[src/rtl/uart_rx_inpr.sv]
// Serial input port: receives 8N1 frames on rxd into the INPR holding register
// and raises FGI for the CPU; reports overrun (sticky) and framing errors (pulse).
`timescale 1ns/1ps
module uart_rx_inpr #(
    parameter int CLKS_PER_BIT = 234
) (
    input  logic       clk,
    input  logic       reset,
    input  logic       rxd,
    input  logic       fgi_clr,
    output logic [7:0] inpr,
    output logic       fgi,
    output logic       ovr,
    output logic       ferr,
    output logic       busy
);
    localparam int HALF_BIT = CLKS_PER_BIT / 2;
    localparam int CW       = $clog2(CLKS_PER_BIT);
    // Counter runs from 0 after a state entry, so the sample lands on value N-1.
    localparam logic [CW-1:0] HALF_LAST = CW'(HALF_BIT - 1);
    localparam logic [CW-1:0] BIT_LAST  = CW'(CLKS_PER_BIT - 1);

    typedef enum logic [1:0] {IDLE, START, DATA, STOP} state_t;

    state_t        state, state_n;
    logic [CW-1:0] cnt, cnt_n;
    logic [3:0]    bit_idx, bit_idx_n;
    logic [7:0]    shreg, shreg_n;
    logic          rxd_m, rxd_s;
    logic          done_ok, done_bad;

    // Synchroniser presets to the idle level so reset never looks like a start bit.
    always_ff @(posedge clk) begin
        if (reset) begin
            rxd_m <= 1'b1;
            rxd_s <= 1'b1;
        end else begin
            rxd_m <= rxd;
            rxd_s <= rxd_m;
        end
    end

    always_comb begin
        state_n   = state;
        cnt_n     = cnt + 1'b1;
        bit_idx_n = bit_idx;
        shreg_n   = shreg;
        done_ok   = 1'b0;
        done_bad  = 1'b0;
        case (state)
            IDLE: begin
                cnt_n = '0;
                if (!rxd_s) state_n = START;
            end
            START: begin
                if (cnt == HALF_LAST) begin
                    cnt_n     = '0;
                    bit_idx_n = '0;
                    state_n   = rxd_s ? IDLE : DATA;
                end
            end
            DATA: begin
                if (cnt == BIT_LAST) begin
                    cnt_n   = '0;
                    shreg_n = {rxd_s, shreg[7:1]};
                    if (bit_idx == 4'd7) state_n = STOP;
                    else                 bit_idx_n = bit_idx + 4'd1;
                end
            end
            STOP: begin
                // Leave on the stop-bit sample so a back-to-back start edge is not missed.
                if (cnt == BIT_LAST) begin
                    cnt_n    = '0;
                    state_n  = IDLE;
                    done_ok  = rxd_s;
                    done_bad = !rxd_s;
                end
            end
            default: state_n = IDLE;
        endcase
    end

    always_ff @(posedge clk) begin
        if (reset) begin
            state   <= IDLE;
            cnt     <= '0;
            bit_idx <= '0;
            shreg   <= '0;
        end else begin
            state   <= state_n;
            cnt     <= cnt_n;
            bit_idx <= bit_idx_n;
            shreg   <= shreg_n;
        end
    end

    // A completion in the same cycle as fgi_clr takes priority and reloads inpr.
    always_ff @(posedge clk) begin
        if (reset) begin
            inpr <= 8'h00;
            fgi  <= 1'b0;
            ovr  <= 1'b0;
            ferr <= 1'b0;
        end else begin
            ferr <= done_bad;
            if (done_ok && (!fgi || fgi_clr)) begin
                inpr <= shreg;
                fgi  <= 1'b1;
                if (fgi_clr) ovr <= 1'b0;
            end else if (done_ok) begin
                ovr <= 1'b1;
            end else if (fgi_clr) begin
                fgi <= 1'b0;
                ovr <= 1'b0;
            end
        end
    end

    assign busy = (state != IDLE);

endmodule

[config.mk]
export PLATFORM = sky130hd
export DESIGN_NAME = uart_rx_inpr
export DESIGN_NICKNAME = d
export VERILOG_FILES = /design/src/rtl/uart_rx_inpr.sv
export SDC_FILE = /design/constraint.sdc
export NUM_CORES = 1
export LEC_CHECK = 0
export CORE_MARGIN = 2
export CORE_UTILIZATION = 55
export CTS_CLUSTER_SIZE = 20
export DETAILED_ROUTE_END_ITERATION = 6
export PLACE_DENSITY_LB_ADDON = 0.15
export SLEW_MARGIN = 10
export SYNTH_ARGS = -nofsm -noshare
export SYNTH_HDL_FRONTEND = slang
export SYNTH_SLANG_ARGS = --single-unit
export TNS_END_PERCENT = 30
[constraint.sdc]
create_clock -name clk -period 5 [get_ports clk]
set_input_delay 1 -clock clk [delete_from_list [all_inputs] [get_ports clk]]
set_output_delay 1 -clock clk [all_outputs]
set_load 0.01 [all_outputs]
[Yosys cells after proc, flatten, opt, wreduce, memory -nomap -nowiden]
Cells that the tools add are included.
Cells by class
  multiplexer cells: 22
  equal/unequal tests: 13
  bitwise operators: 2
  reductions and logical operators: 14
  add/sub/neg operators: 2
Operators by type and width (number)
  $pmux 8 s3: 1
  $mux 8: 2
  $mux 2: 6
  $mux 4: 3
  $ne 2x2->1 const B: 6
  $add 8x1->8 const B: 1
  $eq 8x7->1 const B: 1
  $eq 8x8->1 const B: 1
  $mux 1: 8
  $pmux 2 s4: 1
  $pmux 4 s2: 1
  $reduce_bool 2->1: 3
  $reduce_and 5->1: 1
  $add 4x1->4 const B: 1
  $eq 2x2->1 const B: 2
  $eq 4x3->1 const B: 1
  $reduce_and 2->1: 2
  $reduce_and 4->1: 1
  $reduce_or 3->1: 1
  $eq 2x1->1 const B: 1
  $logic_not 1->1: 2
  $logic_not 2->1: 1
  $ne 2x1->1 const B: 1
  $not 1->1: 2
  3 further kinds: 3
Word-level totals
  logic and storage cells: 63
  bits of input ports: 4
  output and inout port bits: 12
  register bits: 35

[Logic depth before layout (Yosys ltp)]
  depth after elaboration: 6
  gate-level depth with buffers: 6

[Least setup slack after synthesis]
Ideal clock, no wire load.
  path kind: register to register
  from: register cnt[0]
  to: register bit_idx[3]
  setup slack: 2.886 ns
  required time: 4.921 ns
  stages on the path, launching flop included: 6
  arrival time: 2.035 ns
  path buffers: 0
  library setup time: 0.079 ns
  path through: dfxtp_1 > ha_1 > nand4_1 > or4_4 > or3_1 > a211oi_2
On the way
  word-level cells in the longest chain between the ends: 3
Ends and longest elaborated chain
  start, declared: RTL line 26  | logic [CW-1:0] cnt, cnt_n;
  start signal, assigned: RTL line 91  | cnt <= cnt_n;
  $eq 8x8->1 / $eq 8x7->1 (equally long branches): RTL line 63, 56
  $ne 2x2->1 (no line)
  $reduce_and 4->1 (no line) (*)
  end signal, assigned: RTL line 92  | bit_idx <= bit_idx_n;
  end, declared: RTL line 27  | logic [3:0] bit_idx, bit_idx_n;
Mark *: on every way between the ends. The rest lies on a longest branch, timed or not.
A chain may end at the register's enable or synchronous reset.

==> results.json <==
{
  "skew_ps": 3.87,
  "worstSetupEndpointType": "output pin",
  "reg2reg_setup_slack_ps": 2630,
  "min-delay-start": "rxd_m",
  "layout-drive-gt1-share": 0.0914,
  "holdWs_ps": 417,
  "cts.path.max_buffers": 2,
  "yosys.area_share.adder": 0.0331,
  "drc": 0,
  "clk_pin_slew_worst_paths_ps": 100,
  "syn_inst": 158,
  "cp.arrival_ps": 1640,
  "cp.depth": 2,
  "multi_input_area_um2": 766,
  "hold_viol_final": 0,
  "cp_max_fo": 14,
  "synth_edf_count": 0,
  "port_buffers": 15,
  "period_share": 0.528,
  "synth_top_family_by_area": "simple AND/OR/NAND/NOR gates",
  "drv_cap": 0,
  "synth-simple-area-share": 0.264,
  "p_sw_frac": 0.200,
  "hold_depth": 1,
  "cts.sinks": 35,
  "grt_overflow_total": 0,
  "rsz0062_at_grt": "no",
  "drv_slew": 0,
  "ios": 16,
  "min-delay-path-class": "register to register",
  "die_h_um": 56.4,
  "nFillCells": 229,
  "routedWlPerCell_um": 13.5,
  "grt_pass1_wl_um": 4780,
  "maxSlewHeadroom": 0.327,
  "status": "completed",
  "die_w_um": 56.4,
  "cts_made_buffers": 5,
  "drt-total-wl_um": 2780,
  "grt_max_degree": 31,
  "critPathKind": "register to output pin",
  "worst-endpoint-required_ps": 4000,
  "grt_pass1_vias": 1087,
  "timing_worst_slew_pin_value_ps": 1010,
  "syn_nets": 166,
  "yosys_most_used_dff": "dfxtp_1",
  "hpwlAfterDp_um": 1970,
  "max_stage_delay_ps": 590,
  "place.gp.congestion": 0.784,
  "insertion_delay_ps": 340,
  "start_util": 0.563,
  "vias": 1149,
  "dieArea_um2": 3180,
  "reg2reg_from": "cnt[0]",
  "synth-seq-cells": 35,
  "crit_buf_inv": 1,
  "power_density_nw_per_um2": 286,
  "path_cells": "or2_2 > clkdlybuf4s50_1",
  "leakage_nw": 0.587,
  "grt_antenna_before_repair": 0,
  "post-place-ws_ps": 2180,
  "reg2reg_depth": 5,
  "crit_path_top_delay_cell": "dfxtp_1",
  "netlist_area_um2": 1510,
  "htreeDepth": 2,
  "seq_area_um2": 701,
  "combinationalPowerShare": 0.019,
  "p_switching_w": 0.000100,
  "viasPerCell": 5.58,
  "synthMuxAreaShare": 0.106,
  "hold-path-endpoint": "rxd_s",
  "yosysTopAreaCellShare": 0.464,
  "ys_top_cells_by_area": "dfxtp_1 (46%), mux2i_1 (11%), nor2_1 (7.5%)",
  "diodes": 0,
  "max_clock_freq_ghz": 0.379,
  "syn_avg_cell_area_um2": 9.57,
  "synthArstFlopShare": 0,
  "synth-compound-area-share": 0.0687,
  "rows": 19,
  "cts_tree": "done",
  "seq_area_frac_synth": 0.464,
  "reg2reg_to": "bit_idx[3]",
  "peakVddDrop_v": 0.000241,
  "finalSetupViolCount": 0,
  "yosysWarnings": 0,
  "hold_buffers": 0,
  "clkPwrFrac": 0.422,
  "yosys.area.top_type": "dfxtp_1",
  "track_usage": 0.195,
  "post_cts_buffers": 0,
  "intPower_w": 0.000402,
  "period_minus_slack_ps": 2640,
  "ant_nets": 0,
  "cts_resized": 0,
  "dr.pass1.iters": 4,
  "drtIter0Drc": 24,
  "syn2layout_area_growth_pct": 16.2,
  "p_seq_frac": 0.559,
  "nets": 182,
  "setup_ws_ps": 2360,
  "yosys.cell_types.count": 38,
  "start_kind": "register",
  "synthXorXnorAreaFrac": 0.0348,
  "core_area_um2": 2690,
  "cts_root_buffer": "clkbuf_4",
  "crit_family": "flip-flops",
  "finalSetupTns_ps": 0
}
how the worst max path moves through the flow:
stage,startpoint,endpoint,slack (ps)
2_1_floorplan,cnt[0],bit_idx[3],2890
3_3_place_gp,reset,cnt[6],2270
3_5_place_dp,reset,cnt[2],2180
4_1_cts,register,busy,2340
5_1_grt,register,busy,2250
6_report,register,busy,2360
state kept, by name, indices dropped and copies added, names as in the netlist, named ones only:
signal,count
cnt,8
rxd_s,1
bit_idx,4
shreg,8
state,1
ovr,1
ferr,1
fgi,1
rxd_m,1
inpr,8
routing by layer:
layer / wire length (um) / up-vias / share of wire / global-route usage
met2: 1380 / 25 / 0.49 / 0.324
met4: 49 / 0 / 0.018 / 0.0918
met3: 125 / 5 / 0.045 / 0.0737
met1: 1230 / 532 / 0.44 / 0.218
li1: - / 587 / - / -
met5: 0 / - / 0 / 0
Yosys cell counts (2+ instances only):
| cell | instances |
|---|---|
| a21oi_1 | 5 |
| xor2_1 | 2 |
| nand4_1 | 2 |
| o21a_1 | 2 |
| xnor2_1 | 4 |
| dfxtp_1 | 35 |
| nand4b_1 | 2 |
| ha_1 | 4 |
| nor3b_1 | 2 |
| nand3_1 | 9 |
| nand2_1 | 4 |
| inv_1 | 4 |
| or2_2 | 3 |
| mux2i_1 | 16 |
| nor2_1 | 30 |
| clkbuf_1 | 5 |
| or3_1 | 3 |
| nor4_1 | 3 |
| nor3_1 | 4 |
metrics by stage:
step                      utilization  cell area [um2]  power, W  instances
after global placement          0.622             1670  0.000297        198
after global routing            0.654             1760  0.000522        206
after CTS                       0.654             1760  0.000508        206
final                           0.654             1760  0.000502        206
after detailed placement        0.622             1670  0.000297        198
after floorplan                     -             1510  0.000293        158
power by group through the flow:
| stage | sequential (W) | combinational [W] | clock [W] |
|---|---|---|---|
| after floorplan | 0.000287 | 0.00000620 | 0 |
| after global placement | 0.000287 | 0.00000930 | 0 |
| after detailed placement | 0.000287 | 0.00000964 | 0 |
| after CTS | 0.000281 | 0.00000966 | 0.000218 |
| after global routing | 0.000281 | 0.0000104 | 0.000230 |
| final | 0.000281 | 0.00000957 | 0.000212 |
placed cells by master, fill, tap and decap left out, drive strengths merged:
| cell | instances |
|---|---|
| nor3 | 5 |
| o21ba | 1 |
| nor4 | 4 |
| nor2b | 1 |
| nand4b | 2 |
| or4 | 1 |
| xnor2 | 4 |
| bufinv | 1 |
| nand2b | 1 |
| nand4 | 2 |
| or3b | 1 |
| nand4bb | 1 |
| mux2i | 16 |
| dfxtp | 35 |
| and3b | 1 |
| xor2 | 2 |
| and4 | 1 |
| o311ai | 1 |
| or2 | 3 |
| nor2 | 30 |
| or3 | 3 |
| o21a | 2 |
| a211oi | 2 |
| o31ai | 1 |
| ha | 4 |
| nand3 | 9 |
| o21ai | 2 |
| o21bai | 1 |
| and3 | 1 |
| clkbuf | 6 |
| nand2 | 4 |
| clkinv | 1 |
| inv | 4 |
| a21oi | 5 |
| nor3b | 2 |
| clkdlybuf4s50 | 15 |
cell type report:
class / instances / area share
multi-input combinational: 113 / 0.436
sequential: 35 / 0.399
timing repair buffer: 15 / 0.0855
clock buffer: 6 / 0.0292
tap: 31 / 0.0221
clock inverter: 2 / 0.0199
inverter: 4 / 0.00855
worst reg2reg max path, cell delays in order, from the launching register on:
cell and delay [ps]:
dfxtp_1 420, ha_1 210, nand4_1 400, or4_4 670, or3_1 370, a211oi_2 210
cell families (layout without fill, tap and decap cells):
logic type,Yosys count,count (layout)
muxes,16,16
DFF,35,35
AOI/OAI and AO/OA,15,15
buffers and inverters,10,27
xor gates and xnor gates,6,6
adders and majority gates,4,4
and+or+nand+nor,72,72
Power figures use the tool's default switching activity.
